$ cat src/rtl/apb4_req_master.sv
// APB4 initiator: accepts one valid/ready request, runs a SETUP/ACCESS transfer,
// and returns read data plus error/timeout status on a valid/ready response channel.
module apb4_req_master #(
    parameter int ADDR_WIDTH = 32,
    parameter int DATA_WIDTH = 32,
    parameter int TIMEOUT    = 255
) (
    input  logic                  clk_i,
    input  logic                  rst_i,
    input  logic                  req_valid_i,
    output logic                  req_ready_o,
    input  logic [ADDR_WIDTH-1:0] req_addr_i,
    input  logic                  req_write_i,
    input  logic [DATA_WIDTH-1:0] req_wdata_i,
    input  logic [3:0]            req_wstrb_i,
    input  logic [2:0]            req_prot_i,
    output logic                  rsp_valid_o,
    input  logic                  rsp_ready_i,
    output logic [DATA_WIDTH-1:0] rsp_rdata_o,
    output logic                  rsp_err_o,
    output logic                  rsp_timeout_o,
    output logic [ADDR_WIDTH-1:0] apb_paddr_o,
    output logic [2:0]            apb_pprot_o,
    output logic                  apb_psel_o,
    output logic                  apb_penable_o,
    output logic                  apb_pwrite_o,
    output logic [DATA_WIDTH-1:0] apb_pwdata_o,
    output logic [3:0]            apb_pstrb_o,
    input  logic [DATA_WIDTH-1:0] apb_prdata_i,
    input  logic                  apb_pready_i,
    input  logic                  apb_pslverr_i
);

    localparam int CNT_W = (TIMEOUT < 2) ? 1 : $clog2(TIMEOUT + 1);
    localparam int TO_LAST_I = (TIMEOUT > 0) ? TIMEOUT - 1 : 0;
    localparam logic [CNT_W-1:0] TO_LAST = CNT_W'(TO_LAST_I);

    typedef enum logic [1:0] {S_IDLE, S_SETUP, S_ACCESS, S_RESP} state_e;

    state_e                state_q, state_d;
    logic [CNT_W-1:0]      cnt_q, cnt_d;
    logic [ADDR_WIDTH-1:0] paddr_q, paddr_d;
    logic                  pwrite_q, pwrite_d;
    logic [DATA_WIDTH-1:0] pwdata_q, pwdata_d;
    logic [3:0]            pstrb_q, pstrb_d;
    logic [2:0]            pprot_q, pprot_d;
    logic [DATA_WIDTH-1:0] rdata_q, rdata_d;
    logic                  err_q, err_d;
    logic                  timeout_q, timeout_d;

    always_ff @(posedge clk_i or posedge rst_i) begin
        if (rst_i) begin
            state_q   <= S_IDLE;
            cnt_q     <= '0;
            paddr_q   <= '0;
            pwrite_q  <= 1'b0;
            pwdata_q  <= '0;
            pstrb_q   <= '0;
            pprot_q   <= '0;
            rdata_q   <= '0;
            err_q     <= 1'b0;
            timeout_q <= 1'b0;
        end else begin
            state_q   <= state_d;
            cnt_q     <= cnt_d;
            paddr_q   <= paddr_d;
            pwrite_q  <= pwrite_d;
            pwdata_q  <= pwdata_d;
            pstrb_q   <= pstrb_d;
            pprot_q   <= pprot_d;
            rdata_q   <= rdata_d;
            err_q     <= err_d;
            timeout_q <= timeout_d;
        end
    end

    always_comb begin
        state_d   = state_q;
        cnt_d     = cnt_q;
        paddr_d   = paddr_q;
        pwrite_d  = pwrite_q;
        pwdata_d  = pwdata_q;
        pstrb_d   = pstrb_q;
        pprot_d   = pprot_q;
        rdata_d   = rdata_q;
        err_d     = err_q;
        timeout_d = timeout_q;
        case (state_q)
            S_IDLE: begin
                if (req_valid_i) begin
                    paddr_d  = req_addr_i;
                    pwrite_d = req_write_i;
                    pwdata_d = req_wdata_i;
                    pstrb_d  = req_write_i ? req_wstrb_i : 4'h0;
                    pprot_d  = req_prot_i;
                    state_d  = S_SETUP;
                end
            end
            S_SETUP: begin
                cnt_d   = '0;
                state_d = S_ACCESS;
            end
            S_ACCESS: begin
                cnt_d = cnt_q + CNT_W'(1);
                // PREADY takes priority over a timeout reached in the same cycle.
                if (apb_pready_i) begin
                    rdata_d   = pwrite_q ? '0 : apb_prdata_i;
                    err_d     = apb_pslverr_i;
                    timeout_d = 1'b0;
                    state_d   = S_RESP;
                end else if (TIMEOUT != 0 && cnt_q == TO_LAST) begin
                    rdata_d   = '0;
                    err_d     = 1'b1;
                    timeout_d = 1'b1;
                    state_d   = S_RESP;
                end
            end
            S_RESP: begin
                if (rsp_ready_i) begin
                    state_d = S_IDLE;
                end
            end
            default: state_d = S_IDLE;
        endcase
    end

    // Bus strobes decode straight from the state flop so reset drops them at once.
    assign req_ready_o   = (state_q == S_IDLE);
    assign rsp_valid_o   = (state_q == S_RESP);
    assign apb_psel_o    = (state_q == S_SETUP) || (state_q == S_ACCESS);
    assign apb_penable_o = (state_q == S_ACCESS);
    assign apb_paddr_o   = paddr_q;
    assign apb_pwrite_o  = pwrite_q;
    assign apb_pwdata_o  = pwdata_q;
    assign apb_pstrb_o   = pstrb_q;
    assign apb_pprot_o   = pprot_q;
    assign rsp_rdata_o   = rdata_q;
    assign rsp_err_o     = err_q;
    assign rsp_timeout_o = timeout_q;

endmodule

$ cat config.mk
export PLATFORM = sky130hd
export DESIGN_NAME = apb4_req_master
export DESIGN_NICKNAME = d
export VERILOG_FILES = /design/src/rtl/apb4_req_master.sv
export SDC_FILE = /design/constraint.sdc
export NUM_CORES = 1
export LEC_CHECK = 0
export ABC_AREA = 1
export BUFFER_PORTS_ARGS = -buffer_cell sky130_fd_sc_hd__buf_2
export CAP_MARGIN = 20
export CORE_ASPECT_RATIO = 0.7
export CORE_MARGIN = 1
export CORE_UTILIZATION = 45
export CTS_BUF_LIST = sky130_fd_sc_hd__clkbuf_2
export DETAILED_ROUTE_END_ITERATION = 12
export GPL_ROUTABILITY_DRIVEN = 0
export GPL_TIMING_DRIVEN = 0
export PLACE_DENSITY = 0.86
export SLEW_MARGIN = 15
export SYNTH_ARGS = -nofsm -noshare
export SYNTH_HDL_FRONTEND = slang
export SYNTH_SLANG_ARGS = --single-unit
$ cat constraint.sdc
create_clock -name clk_i -period 4.5 [get_ports clk_i]
set_input_delay 0.225 -clock clk_i [delete_from_list [all_inputs] [get_ports clk_i]]
set_output_delay 0.225 -clock clk_i [all_outputs]
set_load 0.05 [all_outputs]
Word-level counts from Yosys, hierarchy flattened

Index checks and enable logic that the tools add are counted.

Word-level logic and storage cells: 38
Output and inout bits: 110
Bits of input ports: 110
Flip-flop bits (word level): 116

Eq/ne operators: 7
Add/sub/neg operators: 1
Muxes and demuxes: 13
Reductions and logical operators: 7

Operator list:

| operator                                                        | number |
|---|---|
| 32-bit 2-to-1 mux                                               | 3 |
| 8-bit one-hot mux with 2 select lines                           | 1 |
| 8-bit by 1-bit adder with 8-bit output, second input constant   | 1 |
| 8-bit == test, second input constant                            | 1 |
| 2-bit 2-to-1 mux                                                | 4 |
| 2-bit one-hot mux with 4 select lines                           | 1 |
| 2-bit == test, second input constant                            | 2 |
| 4-bit 2-to-1 mux                                                | 1 |
| 2-bit AND reduction                                             | 2 |
| 2-bit nonzero test                                              | 2 |
| 1-bit 2-to-1 mux                                                | 3 |
| 3-bit by 1-bit != test with 1-bit output, second input constant | 1 |
| 3-bit AND reduction                                             | 1 |
| 2-bit by 1-bit == test with 1-bit output, second input constant | 1 |
| 2-bit logical NOT                                               | 1 |
| 2-bit by 1-bit != test with 1-bit output, second input constant | 1 |
| 2-bit != test, second input constant                            | 1 |
| 1-bit logical OR                                                | 1 |

Longest topological paths before layout

Word-level depth: 4
Gate-level depth with buffers: 9
Gate-level depth less buffers: 9

Worst setup path after synthesis

No wires, ideal clock.

Kind: register to register
From: register state_q[0]
To: register err_q, in the netlist rsp_err_o
Path slack: 2699 ps
Period minus slack after synthesis: 1801 ps
Path buffers: 1
Cell stages (with the launch flop): 7
Required time: 4382 ps
Arrival time: 1683 ps
Path through: dfrtp_1 inv_1 ha_1 nand2_2 buf_1 nand3_1 nand2_1

Longest elaborated chain between the ends: 2

RTL lines:

| element                       | line | text |
|---|---|---|
| from (decl)                   | 40   | `state_e state_q, state_d;` |
| from (signal assigned)        | 64   | `state_q <= state_d;` |
| 2-bit == test                 | -    |  |
| net apb_penable_o             | 25   | `output logic apb_penable_o,` |
| 2-bit AND reduction (no line) | -    |  |
| to (signal assigned)          | 72   | `err_q <= err_d;` |
| to (decl)                     | 48   | `logic err_q, err_d;` |

The timed path passes the listed nets, and every way through them passes these cells.
A chain may end at the register's enable or synchronous reset.

Worst setup path in the final report

From: register state_q[0]
To: output apb_penable_o

Longest elaborated chain between the ends: 1

RTL lines:

| element       | line | text |
|---|---|---|
| 2-bit == test | 131  | `assign apb_penable_o = (state_q == S_ACCESS);` |
| to (decl)     | 25   |  |

No other way between the ends.

==> metrics <==
Die X=127 um; antenna violations before repair=0; final wirelength=17.2 mm; final setup margin=2.38 ns; Max Buffers Root-to-Sink=2; clk slew on worst S/H paths=0.19 ns; Initial Util=0.470; largest net degree at the start of global routing=80; H-tree depth=4; Die Y=89.5 um; average wire per standard cell=15.6 um; grt met2 use=0.544; # IOs=220; Clock Latency Late Sink=0.68 ns; post-layout min period=2.12 ns; Critical path origin=state_q[0]$_DFFE_PP0P_; met3 Resource Use GR=0.0981; Setup CP Type=reg2out; Slew Limit Fails=0; Post-Syn Area=4920 um2; hold slack=0.0647 ns; post_cts resized=0; Fmax achieved=472 MHz; Final setup viols=0; max-cap viol count=0; Initial DRC Count=273; DRC=0; post-synth cell types=22; Reg2Reg Capture Point=state_q[1]$_DFFE_PP0P_; die area=11,400 um2; vias per cell=4.95; Slew headroom=0.666; Worst Tran Pin Value=0.501 ns; R2R Setup Slk=2.71 ns; Period Utilization, post-route=0.471; total core area=10,500 um2; global-route met1 utilization=0.330; WP data required=4.28 ns; area taken by multi-input logic gates=1690 um2; unrepaired setup endpoints after global routing=false; # Post-CTS Setup Buffers=0; Synth warnings=0; Max VDD drop=610 uV; DR vias=5,450; vias in the first global route=5,427; reg2reg path depth=9; remaining antenna violation count=0; outcome=finished clean; first-pass GRT wire length=26.0 mm; Cell Rows=31; Mean Syn Cell Area=8.17 um2; Reg-to-Reg Start=state_q[0]$_DFFE_PP0P_; TritonCTS Buffers=17; final hold vios=0; Storage cell area=2900 um2; IO buf count=219; commonest non-fill, non-tap cell in the layout=nand2_1; fill cell count=685; nets=1,072; post-synthesis cell count=602; Seq/Total Area, Yosys=0.590; Synth Net Count=718; Critical Path Source Type=flip-flop; commonest cells after routing, fill and taps aside=nand2_1 (296), buf_2 (229), dfrtp_1 (116), dlygate4sd3_1 (115), inv_1 (49); TritonCTS clock tree=built; flops & latches, synth=116; Critical Path End=apb_penable_o; CP Max Fanout=7; Remaining Overflow, GRT=0; PwrDens=730 nW/um2; GRT Overall Usage=0.305; Layout area overhead=55.3%; Setup Skew=0.0413 ns; Leak Pwr=4.46 nW; DRT Pass-1 Iters=5; Worst Hold Class=in2async; ant diodes=0; busiest grt layer=met2; worst setup slack after placement=2.80 ns; CP Capture Type=output pin; WP data arrival=1.89 ns; end-of-flow core utilization=0.730; CTS Sinks=116; ratio of cells with drive above 1 in the final layout=0.280; hpwl dp=9.30 mm; clock root buffer=clkbuf_2
## metrics by stage
stage | std cells | TNS [ns] | area, um2 | total power, mW
6_report | 1101 | 0 | 7640 | 5.58
5_1_grt | 1101 | 0 | 7640 | 5.86
4_1_cts | 1100 | 0 | 7630 | 5.46
3_5_place_dp | 954 | 0 | 6210 | 4.59
3_3_place_gp | 953 | -9.35 | 6180 | 4.52
2_1_floorplan | 602 | 0 | 4920 | 3.86
## state kept, by name (all words and copies together) (netlist names)
register,count
apb_pwdata_o,32
rsp_err_o,1
apb_paddr_o,32
rsp_timeout_o,1
apb_pprot_o,3
rsp_rdata_o,32
apb_pwrite_o,1
state_q,2
cnt_q,8
apb_pstrb_o,4
## worst min-delay path by stage
stage                         startpoint                           to  slack [ns]  cells past startpoint
after floorplan            req_addr_i[0]   apb_paddr_o[0]$_DFFE_PP0P_        0.33                      2
after global placement    req_addr_i[28]  apb_paddr_o[28]$_DFFE_PP0P_        0.42                      3
after detailed placement           rst_i  rsp_rdata_o[22]$_DFFE_PP0P_        0.25                      2
after CTS                   apb_pready_i  rsp_rdata_o[17]$_DFFE_PP0P_       0.002                      4
after global routing               rst_i  rsp_rdata_o[23]$_DFFE_PP0P_        0.04                      3
final                              rst_i  rsp_rdata_o[23]$_DFFE_PP0P_        0.06                      3
## logic make-up (layout without fill, tap and decap cells)
kind of cell,count (synthesis),after routing,synth area share
and+or+nand+nor,389,389,0.314
DFF,116,116,0.590
buffers and inverters,78,445,0.0666
AOI/OAI and AO/OA,13,13,0.0142
adders and majority gates,6,6,0.0153
## metal layers
metal  part of all wire  vias to the layer above
met2               0.50                      329
met3              0.089                       82
li1                   -                     2522
met1               0.37                     2517
met4              0.043                        0
met5                  0                        -
## cell usage after synthesis
cell type | number | area share
buf_6 | 3 | 0.0069
nand3_1 | 39 | 0.040
nand2_4 | 1 | 0.0023
inv_1 | 50 | 0.038
nor2_2 | 1 | 0.0013
nor3b_1 | 1 | 0.0015
a21oi_1 | 3 | 0.0031
nor3_1 | 3 | 0.0031
o21ai_0 | 8 | 0.0081
inv_2 | 1 | 0.00076
or2_2 | 1 | 0.0013
clkbuf_1 | 9 | 0.0069
dfrtp_1 | 116 | 0.59
a21boi_0 | 1 | 0.0015
buf_2 | 10 | 0.010
ha_1 | 6 | 0.015
nand3_4 | 1 | 0.0036
nor2_1 | 45 | 0.034
o31ai_1 | 1 | 0.0015
buf_1 | 5 | 0.0038
nand2_2 | 1 | 0.0013
nand2_1 | 296 | 0.23
## where the power goes
group	internal, mW	switching, mW
combinational	0.699	2.37
sequential	1.45	0.274
clock	0.364	0.423
total	2.51	3.07
## worst max-delay path: stages, from the launching register on
cell     delay [ns]
dfrtp_1        0.44
inv_1          0.11
ha_1           0.37
buf_2          0.33
## layout make-up
type	instances	share of cell area
inverter	51	0.0257
multi-input combinational	408	0.221
clock inverter	14	0.0242
tap	132	0.0216
clock buffer	18	0.0118
timing repair buffer	335	0.298
buffer	27	0.0178
sequential	116	0.380
## timing repair
action | 4_1_cts | 5_1_grt
hold endpoints to repair | 223 | 5
endpoints found under the setup margin | 0 | 0
hold buffers | 114 | 1
Note: power is estimated with default switching activity, not from simulation.
